## config.mk

```make
export PLATFORM = sky130hd
export DESIGN_NAME = mode_sequencer_flat
export DESIGN_NICKNAME = d
export VERILOG_FILES = /design/src/rtl/mode_sequencer_pkg.sv /design/src/rtl/mode_sequencer_if.sv /design/src/rtl/mode_sequencer_fifo.sv /design/src/rtl/mode_sequencer.sv /design/src/flat_wrapper.sv
export SDC_FILE = /design/constraint.sdc
export NUM_CORES = 1
export LEC_CHECK = 0
export CAP_MARGIN = 25
export CORE_ASPECT_RATIO = 0.75
export CORE_MARGIN = 2
export CORE_UTILIZATION = 55
export DETAILED_ROUTE_END_ITERATION = 8
export DONT_BUFFER_PORTS = 1
export GPL_TIMING_DRIVEN = 0
export HOLD_SLACK_MARGIN = 0.03
export PLACE_DENSITY = 0.7
export SLEW_MARGIN = 20
export SYNTH_ARGS = -nofsm -noshare
export SYNTH_HDL_FRONTEND = slang
export SYNTH_SLANG_ARGS = --single-unit
```

## constraint.sdc

```tcl
create_clock -name clk -period 6.41 [get_ports clk]
set_clock_uncertainty 0.05 [all_clocks]
set_input_delay 0.9615 -clock clk [delete_from_list [all_inputs] [get_ports clk]]
set_output_delay 0.9615 -clock clk [all_outputs]
set_load 0.005 [all_outputs]
```

## src/rtl/mode_sequencer_pkg.sv

```systemverilog
// dnn_ctrl_pkg: shared types and constants for the controller command sequencer
package dnn_ctrl_pkg;
  localparam int DEF_LEN_W = 16;
  localparam logic [31:0] MODE_IDLE = 32'h0;
  typedef enum logic [1:0] {IDLE, RUN, GAP} seq_state_t;
  typedef struct packed {
    logic [31:0] mode;
    logic [DEF_LEN_W-1:0] len;
  } cmd_t;
endpackage

```

## src/rtl/mode_sequencer_if.sv

```systemverilog
// mode_sequencer_if: command queue and load-data handshakes feeding the sequencer
interface mode_sequencer_if #(parameter int LEN_W = dnn_ctrl_pkg::DEF_LEN_W) ();
  logic cmd_valid;
  logic cmd_ready;
  logic [31:0] cmd_mode;
  logic [LEN_W-1:0] cmd_len;
  logic data_valid;
  logic data_ready;
  logic signed [31:0] data_in;
  modport master (
    output cmd_valid, cmd_mode, cmd_len, data_valid, data_in,
    input cmd_ready, data_ready
  );
  modport slave (
    input cmd_valid, cmd_mode, cmd_len, data_valid, data_in,
    output cmd_ready, data_ready
  );
endinterface

```

## src/rtl/mode_sequencer_fifo.sv

```systemverilog
// cmd_fifo: synchronous FIFO with flush; pointers carry a wrap bit for full/empty
module cmd_fifo #(
  parameter int DEPTH = 4,
  parameter int WIDTH = 48
) (
  input  logic             clk,
  input  logic             reset,
  input  logic             flush,
  input  logic             push,
  input  logic [WIDTH-1:0] wr_data,
  input  logic             pop,
  output logic [WIDTH-1:0] rd_data,
  output logic             full,
  output logic             empty
);
  localparam int AW = $clog2(DEPTH);
  logic [WIDTH-1:0] mem [DEPTH];
  logic [AW:0] wptr, rptr;
  assign empty = wptr == rptr;
  assign full = (wptr[AW] != rptr[AW]) && (wptr[AW-1:0] == rptr[AW-1:0]);
  assign rd_data = mem[rptr[AW-1:0]];
  always_ff @(posedge clk or negedge reset)
    if (!reset) begin
      wptr <= '0;
      rptr <= '0;
    end else if (flush) begin
      wptr <= '0;
      rptr <= '0;
    end else begin
      if (push && !full) wptr <= wptr + 1'b1;
      if (pop && !empty) rptr <= rptr + 1'b1;
    end
  always_ff @(posedge clk)
    if (push && !full && !flush) mem[wptr[AW-1:0]] <= wr_data;
endmodule

```

## src/rtl/mode_sequencer.sv

```systemverilog
// mode_sequencer: plays queued {mode, len} commands onto the controller inputs,
// streaming load data and inserting idle mode-0 cycles between commands
module mode_sequencer import dnn_ctrl_pkg::*; #(
  parameter int CMD_DEPTH  = 4,
  parameter int LEN_W      = DEF_LEN_W,
  parameter int GAP_CYCLES = 0,
  parameter int LOAD_BIT   = 8
) (
  input  logic               clk,
  input  logic               reset,
  input  logic               abort,
  mode_sequencer_if.slave    bus,
  output logic               ctl_enable,
  output logic [31:0]        ctl_mode,
  output logic signed [31:0] ctl_data,
  output logic               busy,
  output logic               done_pulse
);
  localparam int GW = GAP_CYCLES > 1 ? $clog2(GAP_CYCLES) : 1;
  seq_state_t state, nxt_state;
  logic [31:0] cur_mode;
  logic [LEN_W-1:0] remaining;
  logic [GW-1:0] gap_cnt;
  logic [31+LEN_W:0] head;
  logic full, empty, push, pop, load, issue, last, gap_end, head_zero;
  logic nxt_enable, nxt_done;
  logic [31:0] nxt_mode;
  logic signed [31:0] nxt_data;
  assign bus.cmd_ready = !full && reset;
  assign push = bus.cmd_valid && bus.cmd_ready;
  assign load = cur_mode[LOAD_BIT];
  assign bus.data_ready = state == RUN && load && !abort;
  assign issue = state == RUN && (!load || (bus.data_valid && bus.data_ready));
  assign last = issue && remaining == LEN_W'(1);
  assign pop = state == IDLE && !empty && !abort;
  assign head_zero = head[LEN_W-1:0] == '0;
  assign gap_end = gap_cnt == GW'(GAP_CYCLES - 1);
  assign busy = state != IDLE || !empty;
  cmd_fifo #(.DEPTH(CMD_DEPTH), .WIDTH(32 + LEN_W)) u_fifo (
    .clk(clk),
    .reset(reset),
    .flush(abort),
    .push(push),
    .wr_data({bus.cmd_mode, bus.cmd_len}),
    .pop(pop),
    .rd_data(head),
    .full(full),
    .empty(empty)
  );
  always_ff @(posedge clk or negedge reset)
    if (!reset) state <= IDLE;
    else state <= nxt_state;
  always_comb begin
    nxt_state = state;
    if (abort) nxt_state = IDLE;
    else if (state == IDLE) nxt_state = pop && !head_zero ? RUN : IDLE;
    else if (state == RUN) nxt_state = last ? (GAP_CYCLES > 0 ? GAP : IDLE) : RUN;
    else nxt_state = gap_end ? IDLE : GAP;
  end
  // a stalled load beat drops enable but keeps the last mode/data on the bus
  always_comb begin
    nxt_enable = 1'b1;
    nxt_mode = MODE_IDLE;
    nxt_data = '0;
    nxt_done = 1'b0;
    if (!abort && state == RUN) begin
      nxt_enable = issue;
      nxt_mode = issue ? cur_mode : ctl_mode;
      nxt_data = issue ? (load ? bus.data_in : '0) : ctl_data;
      nxt_done = last;
    end else if (!abort && state == IDLE) begin
      nxt_done = pop && head_zero;
    end
  end
  always_ff @(posedge clk or negedge reset)
    if (!reset) begin
      ctl_enable <= 1'b0;
      ctl_mode <= MODE_IDLE;
      ctl_data <= '0;
      done_pulse <= 1'b0;
      cur_mode <= MODE_IDLE;
      remaining <= '0;
      gap_cnt <= '0;
    end else begin
      ctl_enable <= nxt_enable;
      ctl_mode <= nxt_mode;
      ctl_data <= nxt_data;
      done_pulse <= nxt_done;
      cur_mode <= pop ? head[31+LEN_W:LEN_W] : cur_mode;
      remaining <= abort ? '0 : pop ? head[LEN_W-1:0] : issue ? remaining - 1'b1 : remaining;
      gap_cnt <= state == GAP ? gap_cnt + 1'b1 : '0;
    end
endmodule

```

## src/flat_wrapper.sv

```systemverilog
// flat-port wrapper written by rule: the top's interface ports become plain ports
module mode_sequencer_flat import dnn_ctrl_pkg::*;
#(
  parameter int CMD_DEPTH  = 4,
  parameter int LEN_W      = DEF_LEN_W,
  parameter int GAP_CYCLES = 0,
  parameter int LOAD_BIT   = 8
)
  (clk, reset, abort, ctl_enable, ctl_mode, ctl_data, busy, done_pulse, bus_cmd_valid, bus_cmd_mode, bus_cmd_len, bus_data_valid, bus_data_in, bus_cmd_ready, bus_data_ready);
  mode_sequencer_if #(.LEN_W(LEN_W)) bus_i ();
  input  logic clk;
  input  logic reset;
  input  logic abort;
  output logic ctl_enable;
  output logic [31:0] ctl_mode;
  output logic signed [31:0] ctl_data;
  output logic busy;
  output logic done_pulse;
  input wire logic [$bits(bus_i.cmd_valid)-1:0] bus_cmd_valid;
  input wire logic [$bits(bus_i.cmd_mode)-1:0] bus_cmd_mode;
  input wire logic [$bits(bus_i.cmd_len)-1:0] bus_cmd_len;
  input wire logic [$bits(bus_i.data_valid)-1:0] bus_data_valid;
  input wire logic [$bits(bus_i.data_in)-1:0] bus_data_in;
  output wire logic [$bits(bus_i.cmd_ready)-1:0] bus_cmd_ready;
  output wire logic [$bits(bus_i.data_ready)-1:0] bus_data_ready;
  assign bus_i.cmd_valid = bus_cmd_valid;
  assign bus_i.cmd_mode = bus_cmd_mode;
  assign bus_i.cmd_len = bus_cmd_len;
  assign bus_i.data_valid = bus_data_valid;
  assign bus_i.data_in = bus_data_in;
  assign bus_cmd_ready = bus_i.cmd_ready;
  assign bus_data_ready = bus_i.data_ready;
  mode_sequencer #(.CMD_DEPTH(CMD_DEPTH), .LEN_W(LEN_W), .GAP_CYCLES(GAP_CYCLES), .LOAD_BIT(LOAD_BIT)) u_core (.clk(clk), .reset(reset), .abort(abort), .bus(bus_i), .ctl_enable(ctl_enable), .ctl_mode(ctl_mode), .ctl_data(ctl_data), .busy(busy), .done_pulse(done_pulse));
endmodule
```

# Word level (Yosys, flattened, before mapping)
# Memories as Yosys holds them, arrays and structs flattened.
# Index checks and enable logic that the tools add are counted.
# word_totals
reg_bits,123
latchBits,0
mem_bits_rw,192
romBits,0
input_bits,85
output_inout_bits,69
word_cells,76
mem_count,1
# mem_list
memory,words,width,read_ports,rd_ports_with_merged_regs,wr,line_no,rtl
u_core.u_fifo.mem,4,48,1,0,1,mode_sequencer_fifo.sv:17,logic [WIDTH-1:0] mem [DEPTH];
# op_classes
addsub,4
mul,0
n_div,0
magnitude_cmp,0
n_eq_ne,7
shifts,0
n_mux,24
bitwise_logic,0
reduce_logical,30
# op_table
operator,n
32-bit two-way mux,5
16-bit two-way mux,3
1-bit logical AND,17
16-bit by 1-bit == test with 1-bit output (second input constant),1
16-bit logical NOT,1
16-bit by 1-bit subtractor with 16-bit output (second input constant),1
3-bit two-way mux,4
1-bit two-way mux,8
2-bit two-way mux,4
3-bit by 1-bit adder with 3-bit output (second input constant),2
2-bit nonzero test,3
1-bit logical NOT,5
3-bit == test,1
3-bit nonzero test,1
2-bit by 1-bit == test with 1-bit output (second input constant),1
2-bit == test,1
2-bit == test (second input constant),1
2-bit logical NOT,1
1-bit logical OR,2
2-bit by 1-bit inequality test with 1-bit output (second input constant),1
1-bit adder (second input constant),1
1-bit inequality test,1

# Logic depth before layout (Yosys ltp)
# Gate-level depths: netlist of the first run.
# depth
ltp_word,11
ltp_mapped,7
depth_no_buf,7

# Cells and area by module
# Synthesis of the first run repeated with hierarchy kept, for this count alone.
# hier_totals
cells_unflattened,756
hier_area_um2,12351.8
# by_module_without_submodules
module,instances,cells_each,area_each_um2,seq_area_each_um2
cmd_fifo,1,315,7444.6,5915.7
mode_sequencer,1,441,4907.2,2927.8

# Worst setup path after synthesis of the first run
# OpenSTA, ideal clock, no wires.
# synth_path
kind,input to register
start,input reset
end,"memory u_core.u_fifo.mem[0][0], enable pin"
setup_time_ns,0.411
t_arrival_ns,2.741
required_time_ns,5.949
slack_ns,3.209
stages,5
n_path_buf,0
path_cell_list,inv_1 -> a31oi_1 -> nand2_1 -> nor2_1 -> and2_1
# synth_via
elab_chain_cells,6
# synth_rtl
element,line_no,rtl
from (decl),flat_wrapper.sv:12,input logic reset;
1-bit logical AND,mode_sequencer.sv:29,assign bus.cmd_ready = !full && reset;
named net bus_cmd_ready,flat_wrapper.sv:24,output wire logic [$bits(bus_i.cmd_ready)-1:0] bus_cmd_ready;
1-bit logical AND,mode_sequencer.sv:30,assign push = bus.cmd_valid && bus.cmd_ready;
1-bit logical AND (2 in a row),mode_sequencer_fifo.sv:34,if (push && !full && !flush) mem[wptr[AW-1:0]] <= wr_data;
1-bit two-way mux,mode_sequencer_fifo.sv:34,
1-bit two-way mux (not written as such),mode_sequencer_fifo.sv:34,
to (decl),mode_sequencer_fifo.sv:17,
# The timed path passes the listed nets, and every way through them passes these cells.

# Final worst setup path of the first run
# layout_path
start,register u_core.u_fifo.rptr[0]
end,"memory u_core.u_fifo.mem[3][27], enable pin"
# layout_via
elab_chain_cells,9
# layout_rtl
element,line_no,rtl
from (decl),mode_sequencer_fifo.sv:18,"logic [AW:0] wptr, rptr;"
from (signal assigned),mode_sequencer_fifo.sv:31,if (pop && !empty) rptr <= rptr + 1'b1;
2-bit == test,mode_sequencer_fifo.sv:20,assign full = (wptr[AW] != rptr[AW]) && (wptr[AW-1:0] == rptr[AW-1:0]);
1-bit logical AND,mode_sequencer_fifo.sv:20,
1-bit logical NOT,mode_sequencer.sv:29,
1-bit logical AND,mode_sequencer.sv:29,
named net bus_cmd_ready,flat_wrapper.sv:24,
1-bit logical AND,mode_sequencer.sv:30,
1-bit logical AND (2 in a row),mode_sequencer_fifo.sv:34,
1-bit two-way mux,mode_sequencer_fifo.sv:34,
1-bit two-way mux (not written as such),mode_sequencer_fifo.sv:34,
# The timed path passes the listed nets, and every way through them passes these cells.

==> qor.csv, run 1 <==
metric,value,unit
clk_lat worst skew,0.54,ns
number of distinct library cells after synthesis,46,
max cap viols,0,
largest family of logic cells by synthesized area,multiplexers,
CTS Sinks,315,
post-CTS setup buffers,0,
critical-path maximum fanout,33,
relative slew slack,0.322,
row cnt,46,
cell area after synthesis,12100,um^2
I/O pins,154,
Cell Pwr Density,399,nW/um^2
die height,132,um
critical path data arrival time,3.11,ns
Synth warnings,0,
CTS H-Tree Depth,1,
"Area growth, synth to finish",11.8,%
crit path kind,flop to flop,
most frequent cells in the layout,"edfxtp_1, dfrtp_1, nand2_1",
asr flop ratio synth,0.390,
Tmin final,2.93,ns
adder-cell share of the synthesized area,0.00724,
vias per cell,5.90,
total grt overflow,0,
Final Cycle Share,0.458,
Starting Density,0.567,
Setup crit start kind,flop,
layout cell share with drive strength beyond 1,0.198,
global-route wire length before repair,36.9,mm
routed length per instance,22.5,um
type of the tightest min-delay check,primary input to async pin,
final setup violation count,0,
xor and xnor area share after synthesis,0.0138,
routability congestion estimate from global placement,0.852,
final instance area,13500,um^2
Horiz. Die Dim,175,um
clock buffer depth,3,
TritonCTS Buffers,30,
"commonest non-fill, non-tap cell in the layout",edfxtp_1,
outcome,"complete, no violations",
post-synthesis sequential area ratio,0.731,
syn_nets,795,
Routed Antenna Nets,0,
Slew Limit Fails,0,
Post-DP Area,12600,um^2
Setup WS pre-CTS,3.28,ns
Max Fclk,341,MHz
I/O Buffers,0,
syn_area_per_cell,17.2,um^2
setup ws final,3.48,ns
"Hold Vio Cnt, Final",0,
# DRC,0,
Critical Path RT,6.59,ns
Peak VDD IR,329,uV
predominant post-synthesis flop cell,edfxtp_1,
CORE AREA,21400,um^2
Routed WL,23.7,mm
DRT iter0 DRCs,388,
Setup crit end kind,flop,
via count,6202,
pin count of the biggest net entering global routing,125,
multiplexer share of the synthesized area,0.120,
# hold bufs at CTS,0,
largest area contributor in the netlist,edfxtp_1,
Synth area leaders,"edfxtp_1, dfrtp_1, mux4_2, mux2_2, a22o_1",
Clock transition at path regs,0.06,ns
die area,23200,um^2
RSZ-0062 raised after global routing,false,
Post-synth EDFFs,192,
fin nets,831,
Worst Max-Slew Pin Slew,1.01,ns
Post-Synthesis Cells,703,
Root Buffer Master,clkbuf_16,
DP Wirelength,15.5,mm
number of global-route vias before repair,6609,
# diodes,0,
CTS tree,done,
Synth Area in Compound Gates,0.0556,
GRT Overall Usage,0.207,
Post-Synth Simple-Gate Area,0.0548,
setup_tns,0,ns
Yosys top cell area share,0.476,
DR pass1 iterations,5,
CTS resizes,0,
initial antenna violation count,0,
leakage power,4.87,nW
number of synthesized register bits,315,
[stage by stage]
step	hold WS [ns]	utilization	std cells	total power [mW]
3_3_place_gp	0.439	0.584	991	3.67
5_1_grt	0.0417	0.633	1051	5.65
3_5_place_dp	0.447	0.588	995	3.71
2_1_floorplan	0.416	-	703	3.42
4_1_cts	0.0433	0.633	1051	5.43
6_report	0.0712	0.633	1051	5.39
[cell type report]
cell class / count / area, um^2
sequential: 315 / 8840
fill: 1483 / 7830
multi-input combinational: 341 / 3060
clock buffer: 42 / 847
tap: 288 / 360
buffer: 39 / 180
clock inverter: 14 / 129
timing repair buffer: 4 / 80.1
inverter: 8 / 30.0
[sequential cells by signal, indices dropped and copies added (netlist names)]
| register | cells |
|---|---|
| u_core.ctl_mode | 32 |
| u_core.remaining | 16 |
| u_core.u_fifo.mem | 192 |
| u_core.cur_mode | 32 |
| u_core.ctl_data | 32 |
| u_core.u_fifo.rptr | 3 |
| u_core.state | 2 |
| u_core.u_fifo.wptr | 3 |
| u_core.ctl_enable | 1 |
| u_core.done_pulse | 1 |
| u_core.gap_cnt | 1 |
[where the power goes]
part / switching, mW / leakage (nW) / internal (mW)
logic: 0.600 / 1.04 / 0.538
registers: 0.164 / 3.36 / 2.38
clock network: 0.714 / 0.471 / 1.00
total: 1.48 / 4.87 / 3.91
[critical path, cell delays in order, from the launching register on]
cell	delay [ns]
dfrtp_1	0.39
buf_6	0.15
buf_12	0.15
xnor2_1	0.18
a31oi_1	0.51
nand2_1	0.20
nor2_1	0.28
and2_4	0.40
buf_12	0.28
[layer usage]
layer / vias up / global-route usage / wire length [um]
met1: 3165 / 0.284 / 10100
met5: - / 0 / 0
met4: 0 / 0.0500 / 421
met2: 239 / 0.332 / 11100
met3: 33 / 0.0606 / 2040
li1: 2765 / - / -
[cell families after synthesis]
logic type / after synthesis
multiplexers: 81
adder cells (fa/ha/maj): 7
AO/OA/AOI/OAI: 93
flip-flops: 315
XOR/XNOR: 19
AND/OR/NAND/NOR: 141
buffers and inverters: 47
[synthesized netlist by cell type, types with 4 or more instances]
master    number
mux2_2        33
xor2_1        12
inv_1          8
a21oi_1       36
clkbuf_1      27
nand3_1        6
dfrtp_1      123
a22o_1        33
or4_1          4
nand2_1       75
mux4_2        47
ha_1           7
edfxtp_1     192
nor2_1        29
buf_2          8
xnor2_1        7
a211oi_1      11
and2_1         6
[final timing paths]
| kind | start | end | slack (ns) | cells past startpoint |
|---|---|---|---|---|
| worst min register to register | u_core.cur_mode[4] | u_core.cur_mode[4] | 0.46 | 1 |
| worst max-delay path | u_core.u_fifo.rptr[0] | u_core.u_fifo.mem[3][27] | 3.48 | 8 |
| worst max register to register | u_core.u_fifo.rptr[0] | u_core.u_fifo.mem[3][27] | 3.48 | 8 |
| max in group asynchronous | reset | u_core.remaining[15] | 6.11 | 0 |
| worst min-delay path | reset | u_core.ctl_data[31] | 0.07 | 0 |
| min in group clk | bus_cmd_len[8] | u_core.u_fifo.mem[3][8] | 0.46 | 0 |
Note: power is estimated with default switching activity, not from simulation.
==> run 2: changes to the inputs <==
ABC_AREA = 1   (was unset)
clock period = 2.95 ns   (was 6.41 ns; I/O delays follow)
==> run 2 against run 1 <==
  * The flow now finishes with violations (hold timing)
  * Die area rose by 6.0%
  * Global-route usage is 5.3 points higher
  * Count of clock-buffer cells in the layout fell by 3
  * Wire length rose by 35%
  * Via count grew 50%
  * Non-clock buffer count is 116 higher
  * Setup slack worse by 3.2 ns
  * Sequential share of layout area shrank 7.7 points
  * Register-to-register slack worse by 3.2 ns
  * Synthesized cell count grew 67%
  * Flip-flop and latch count is the same
==> qor.csv, run 2 <==
metric,value,unit
outcome,finished with violations,
failing checks,hold timing,
"Hold Vio Cnt, Final",123,
die height,136,um
asr flop ratio synth,0.390,
CTS resizes,0,
WL met1,13.5,mm
synth cell count leaders,"nand2_1, edfxtp_1, nand3_1, dfrtp_1, nor2_1",
final instance area,15300,um^2
Comb pwr share,0.284,
CORE AREA,22900,um^2
Clk pwr share,0.307,
Worst Max-Slew Pin Slew,0.613,ns
Slew Limit Fails,0,
Horiz. Die Dim,180,um
Critical Path RT,3.15,ns
Setup crit end kind,flop,
global-route wire length before repair,49.8,mm
worst hold margin,-0.459,ns
Tmin final,2.64,ns
Post-DP Area,13400,um^2
Final Cycle Share,0.895,
syn_area_per_cell,10.9,um^2
CTS H-Tree Depth,1,
"Slowest-stage cell, CP",dfrtp_1,
I/O Buffers,0,
Cell Pwr Density,862,nW/um^2
Seq pwr share,0.409,
NetSw,4.52,mW
die area,24600,um^2
Synth warnings,0,
sw frac,0.342,
crit path kind,flop to flop,
I/O pins,154,
register-to-register setup slack,0.31,ns
CTS tree,done,
critical-path maximum fanout,24,
number of synthesized register bits,315,
leakage power,6.44,nW
layout cell share with drive strength beyond 1,0.0891,
DR WL met2,14.4,mm
Setup crit start kind,flop,
total grt overflow,0,
wire length on met3,3.03,mm
Routed WL,31.9,mm
initial antenna violation count,0,
cell area after synthesis,12800,um^2
number of distinct library cells after synthesis,35,
r2r endpoint,u_core.u_fifo.mem[1][31],
Routed Antenna Nets,0,
fin nets,1392,
DR pass1 iterations,5,
row cnt,48,
crit path cell chain,"xnor2_1, nand3b_1, nand2_1, inv_1, nand3_1, nor2_4, buf_12, buf_12",
most numerous cell in the Yosys netlist,nand2_1,
via count,9311,
Peak VDD IR,559,uV
routed length per instance,19.6,um
Pint,8.69,mW
Post-Synthesis Cells,1177,
Max Fclk,379,MHz
most frequent cells in the layout,"nand2_1, edfxtp_1, nand3_1",
FF-to-FF Start,u_core.u_fifo.rptr[1],
pin count of the biggest net entering global routing,126,
"Area growth, synth to finish",19.3,%
worst r2r path cells,8,
critical path data arrival time,2.84,ns
DRT iter0 DRCs,938,
max reg flops,192,
CP bufs+invs,3,
predominant post-synthesis flop cell,edfxtp_1,
max cap viols,0,
Starting Density,0.560,
Root Buffer Master,clkbuf_16,
largest area contributor in the netlist,edfxtp_1,
# hold bufs at CTS,81,
clock buffer depth,3,
syn_nets,1269,
vias per cell,5.73,
Crit path top cell by count,buf_12,
"commonest non-fill, non-tap cell in the layout",nand2_1,
routability congestion estimate from global placement,0.880,
relative slew slack,0.589,
TritonCTS Buffers,30,
post-synthesis sequential area ratio,0.688,
GRT Overall Usage,0.260,
Synth area leaders,"edfxtp_1, dfrtp_1, nand2_1, nand3_1, nor2_1",
final setup violation count,0,
number of global-route vias before repair,8969,
clk_lat worst skew,0.55,ns
DP Wirelength,20.8,mm
CP peak stage delay,0.57,ns
# DRC,0,
CP top delay family,simple AND/OR/NAND/NOR gates,
Clock transition at path regs,0.07,ns
type of the tightest min-delay check,primary input to async pin,
Top Layer Used,met4,
RSZ-0062 raised after global routing,false,
Yosys top cell area share,0.449,
CTS Sinks,315,
Post-synth EDFFs,192,
## run 2: metrics by stage
step,cells,util,setup slack [ns],power (mW),TNS (ns)
finish,1625,0.668,0.308,13.2,0
global route,1624,0.668,0.144,13.9,0
CTS,1622,0.667,0.122,13.2,0
detailed placement,1485,0.585,0.128,9.05,0
global placement,1477,0.576,-2.54,8.97,-469.58
floorplan,1177,-,-0.660,7.95,-126.76
## run 2: worst max path at each step
stage,from,end,slack (ns),cells after the start
finish,u_core.u_fifo.rptr[1],u_core.u_fifo.mem[1][31],0.31,8
CTS,u_core.u_fifo.rptr[1],u_core.u_fifo.mem[2][34],0.12,8
floorplan,u_core.u_fifo.rptr[2],u_core.u_fifo.mem[0][0],-0.66,6
global route,u_core.u_fifo.wptr[2],u_core.u_fifo.mem[1][34],0.14,8
global placement,u_core.u_fifo.rptr[1],u_core.u_fifo.mem[0][31],-2.54,6
detailed placement,u_core.u_fifo.rptr[1],u_core.u_fifo.mem[2][31],0.13,8
## run 2: timing repair
action	CTS	global route
buffers inserted	0	2
endpoints found under the setup margin	0	43
hold endpoints to repair	348	123
## run 2: logic make-up (layout without fill, tap and decap cells)
| kind of cell | Yosys count | after routing | share of synthesized area |
|---|---|---|---|
| AOI/OAI and AO/OA | 124 | 124 | 0.0542 |
| xor gates and xnor gates | 11 | 11 | 0.00808 |
| adders and majority gates | 7 | 7 | 0.00682 |
| buffers and inverters | 101 | 248 | 0.0356 |
| DFF | 315 | 315 | 0.688 |
| other | 0 | 1 | 0 |
| and+or+nand+nor | 619 | 619 | 0.207 |
## run 2: routing by layer
metal | up-vias | track usage
li1 | 4306 | -
met1 | 4495 | 0.365
met2 | 444 | 0.413
met3 | 66 | 0.0560
met4 | 0 | 0.0797
met5 | - | 0
## run 2: worst register-to-register path, delay by kind of cell (launching register included)
family | cells | cell delay, ns
xor gates and xnor gates | 1 | 0.19
and+or+nand+nor | 4 | 0.92
buffers and inverters | 3 | 0.59
DFF | 1 | 0.57
## run 2: cell type report
class                      instances  area (um^2)
sequential                       315         8840
antenna                            1         2.50
fill                            1744         7620
tap                              300          375
clock inverter                    17          193
buffer                            68          329
inverter                          33          129
timing repair buffer              91         1000
clock buffer                      39          877
multi-input combinational        761         3570
## run 2: power groups by stage
stage,Combinational [mW],Clock (mW),Sequential (mW)
final,3.75,4.06,5.41
after global routing,4.18,4.28,5.44
after CTS,3.71,4.11,5.40
after detailed placement,3.57,0,5.49
after global placement,3.49,0,5.48
after floorplan,2.56,0,5.39
==> run 3: changes to the inputs <==
CTS_BUF_LIST = sky130_fd_sc_hd__clkbuf_8 sky130_fd_sc_hd__clkbuf_16   (was unset)
==> run 3 against run 2 <==
  * The flow still finishes with violations (hold timing)
  * Count of clock-buffer cells in the layout down 2
  * Die area unchanged
  * Sequential power about the same
  * Via count down 0.98%
  * Total power down 0.11%
  * Non-clock buffer count unchanged
  * Register-to-register slack about the same
  * Clock power about the same
==> qor.csv, run 3 (synthesis gave the netlist of run 2 again) <==
metric,value,unit
outcome,finished with violations,
failing checks,hold timing,
critical-path maximum fanout,24,
"Slowest-stage cell, CP",dfrtp_1,
layout cell share with drive strength beyond 1,0.0891,
number of global-route vias before repair,8969,
routability congestion estimate from global placement,0.880,
I/O pins,154,
CTS Sinks,315,
worst r2r path cells,8,
NetSw,4.51,mW
setup ws final,0.309,ns
leakage power,6.45,nW
max cap viols,0,
pin count of the biggest net entering global routing,126,
RSZ-0062 raised after global routing,false,
# diodes,0,
DP Wirelength,20.8,mm
register area,8840,um^2
type of the tightest min-delay check,primary input to async pin,
DRT iter0 DRCs,975,
total grt overflow,0,
FF-to-FF Start,u_core.u_fifo.rptr[1],
row cnt,48,
"Hold Vio Cnt, Final",123,
routed length per instance,19.6,um
clk_lat worst skew,0.56,ns
sw frac,0.342,
most frequent cells in the layout,"nand2_1, edfxtp_1, nand3_1",
"Core Util, Final",0.668,
vias per cell,5.68,
Clk pwr share,0.307,
Peak VDD IR,558,uV
DR pass1 iterations,5,
crit path from,u_core.u_fifo.rptr[1],
Slew Limit Fails,0,
Routed Antenna Nets,0,
I/O Buffers,0,
Clock transition at path regs,0.06,ns
CP bufs+invs,3,
Setup crit start kind,flop,
CTS tree,done,
Routed WL,31.8,mm
critical path data arrival time,2.84,ns
CP peak stage delay,0.52,ns
CTS H-Tree Depth,1,
global-route wire length before repair,49.8,mm
Crit path top cell by count,buf_12,
via count,9220,
overall power,13.2,mW
fin nets,1392,
Final Cycle Share,0.895,
crit path kind,flop to flop,
relative slew slack,0.590,
Fillers,1745,
GRT Overall Usage,0.260,
register-to-register setup slack,0.31,ns
CORE AREA,22900,um^2
Cell Pwr Density,862,nW/um^2
Tmin final,2.64,ns
crit path cell chain,"xnor2_1, nand3b_1, nand2_1, inv_1, nand3_1, nor2_4, buf_12, buf_12",
Starting Density,0.560,
CTS resizes,0,
initial antenna violation count,0,
Seq pwr share,0.410,
die height,136,um
Root Buffer Master,clkbuf_16,
Setup WS pre-CTS,0.128,ns
Setup crit end kind,flop,
r2r endpoint,u_core.u_fifo.mem[1][31],
# DRC,0,
Horiz. Die Dim,180,um
die area,24600,um^2
# hold bufs at CTS,81,
clock buffer depth,3,
CP top delay family,simple AND/OR/NAND/NOR gates,
"Area growth, synth to finish",19.3,%
multi-input logic area,3570,um^2
final setup violation count,0,
max reg flops,192,
worst hold margin,-0.460,ns
Pint,8.69,mW
Max Fclk,379,MHz
setup_tns,0,ns
TritonCTS Buffers,30,
Critical Path RT,3.15,ns
"commonest non-fill, non-tap cell in the layout",nand2_1,
Comb pwr share,0.284,
Worst Max-Slew Pin Slew,0.612,ns
## run 3: worst max path at each step
stage                                     endpoint  slack [ns]  depth (start not counted)
after floorplan            u_core.u_fifo.mem[0][0]       -0.66                          6
after global placement    u_core.u_fifo.mem[0][31]       -2.54                          6
after detailed placement  u_core.u_fifo.mem[2][31]        0.13                          8
after CTS                 u_core.u_fifo.mem[2][34]        0.12                          8
after global routing      u_core.u_fifo.mem[1][34]        0.14                          8
final                     u_core.u_fifo.mem[1][31]        0.31                          8
## run 3: area by class of cell
type / count / area share
inverters: 33 / 0.00841
multi-input cells: 761 / 0.233
repair buffers: 91 / 0.0653
flip-flops and latches: 315 / 0.577
clock buffers: 37 / 0.0568
well taps: 300 / 0.0245
plain buffers: 68 / 0.0215
clock inverters: 19 / 0.0131
## run 3: what timing repair did
item                                    4_1_cts  5_1_grt
setup buffers                                 0        2
endpoints found under the setup margin        0       43
hold endpoints to repair                    348      123
## run 3: stage by stage
stage	area [um^2]	std cells
after floorplan	12800	1177
final	15300	1624
after global placement	13200	1477
after CTS	15300	1622
after global routing	15300	1624
after detailed placement	13400	1485
## run 3: power groups by stage
stage               combinational, mW  clock [mW]  sequential [mW]
floorplan                        2.56           0             5.39
global placement                 3.49           0             5.48
detailed placement               3.57           0             5.49
CTS                              3.71        4.10             5.40
global route                     4.18        4.28             5.44
finish                           3.75        4.05             5.41
## run 3: worst register-to-register path: stages, from the launching register on
cell and delay [ns]:
dfrtp_1 0.52, xnor2_1 0.23, nand3b_1 0.14, nand2_1 0.06, inv_1 0.13, nand3_1 0.37, nor2_4 0.36, buf_12 0.24
buf_12 0.22
## run 3: per-layer routing
metal  GRT usage  vias to the layer above  share of wire
met4      0.0797                        0          0.028
li1            -                     4301              -
met5           0                        -              0
met3      0.0560                       59          0.091
met2       0.413                      424           0.45
met1       0.365                     4436           0.43
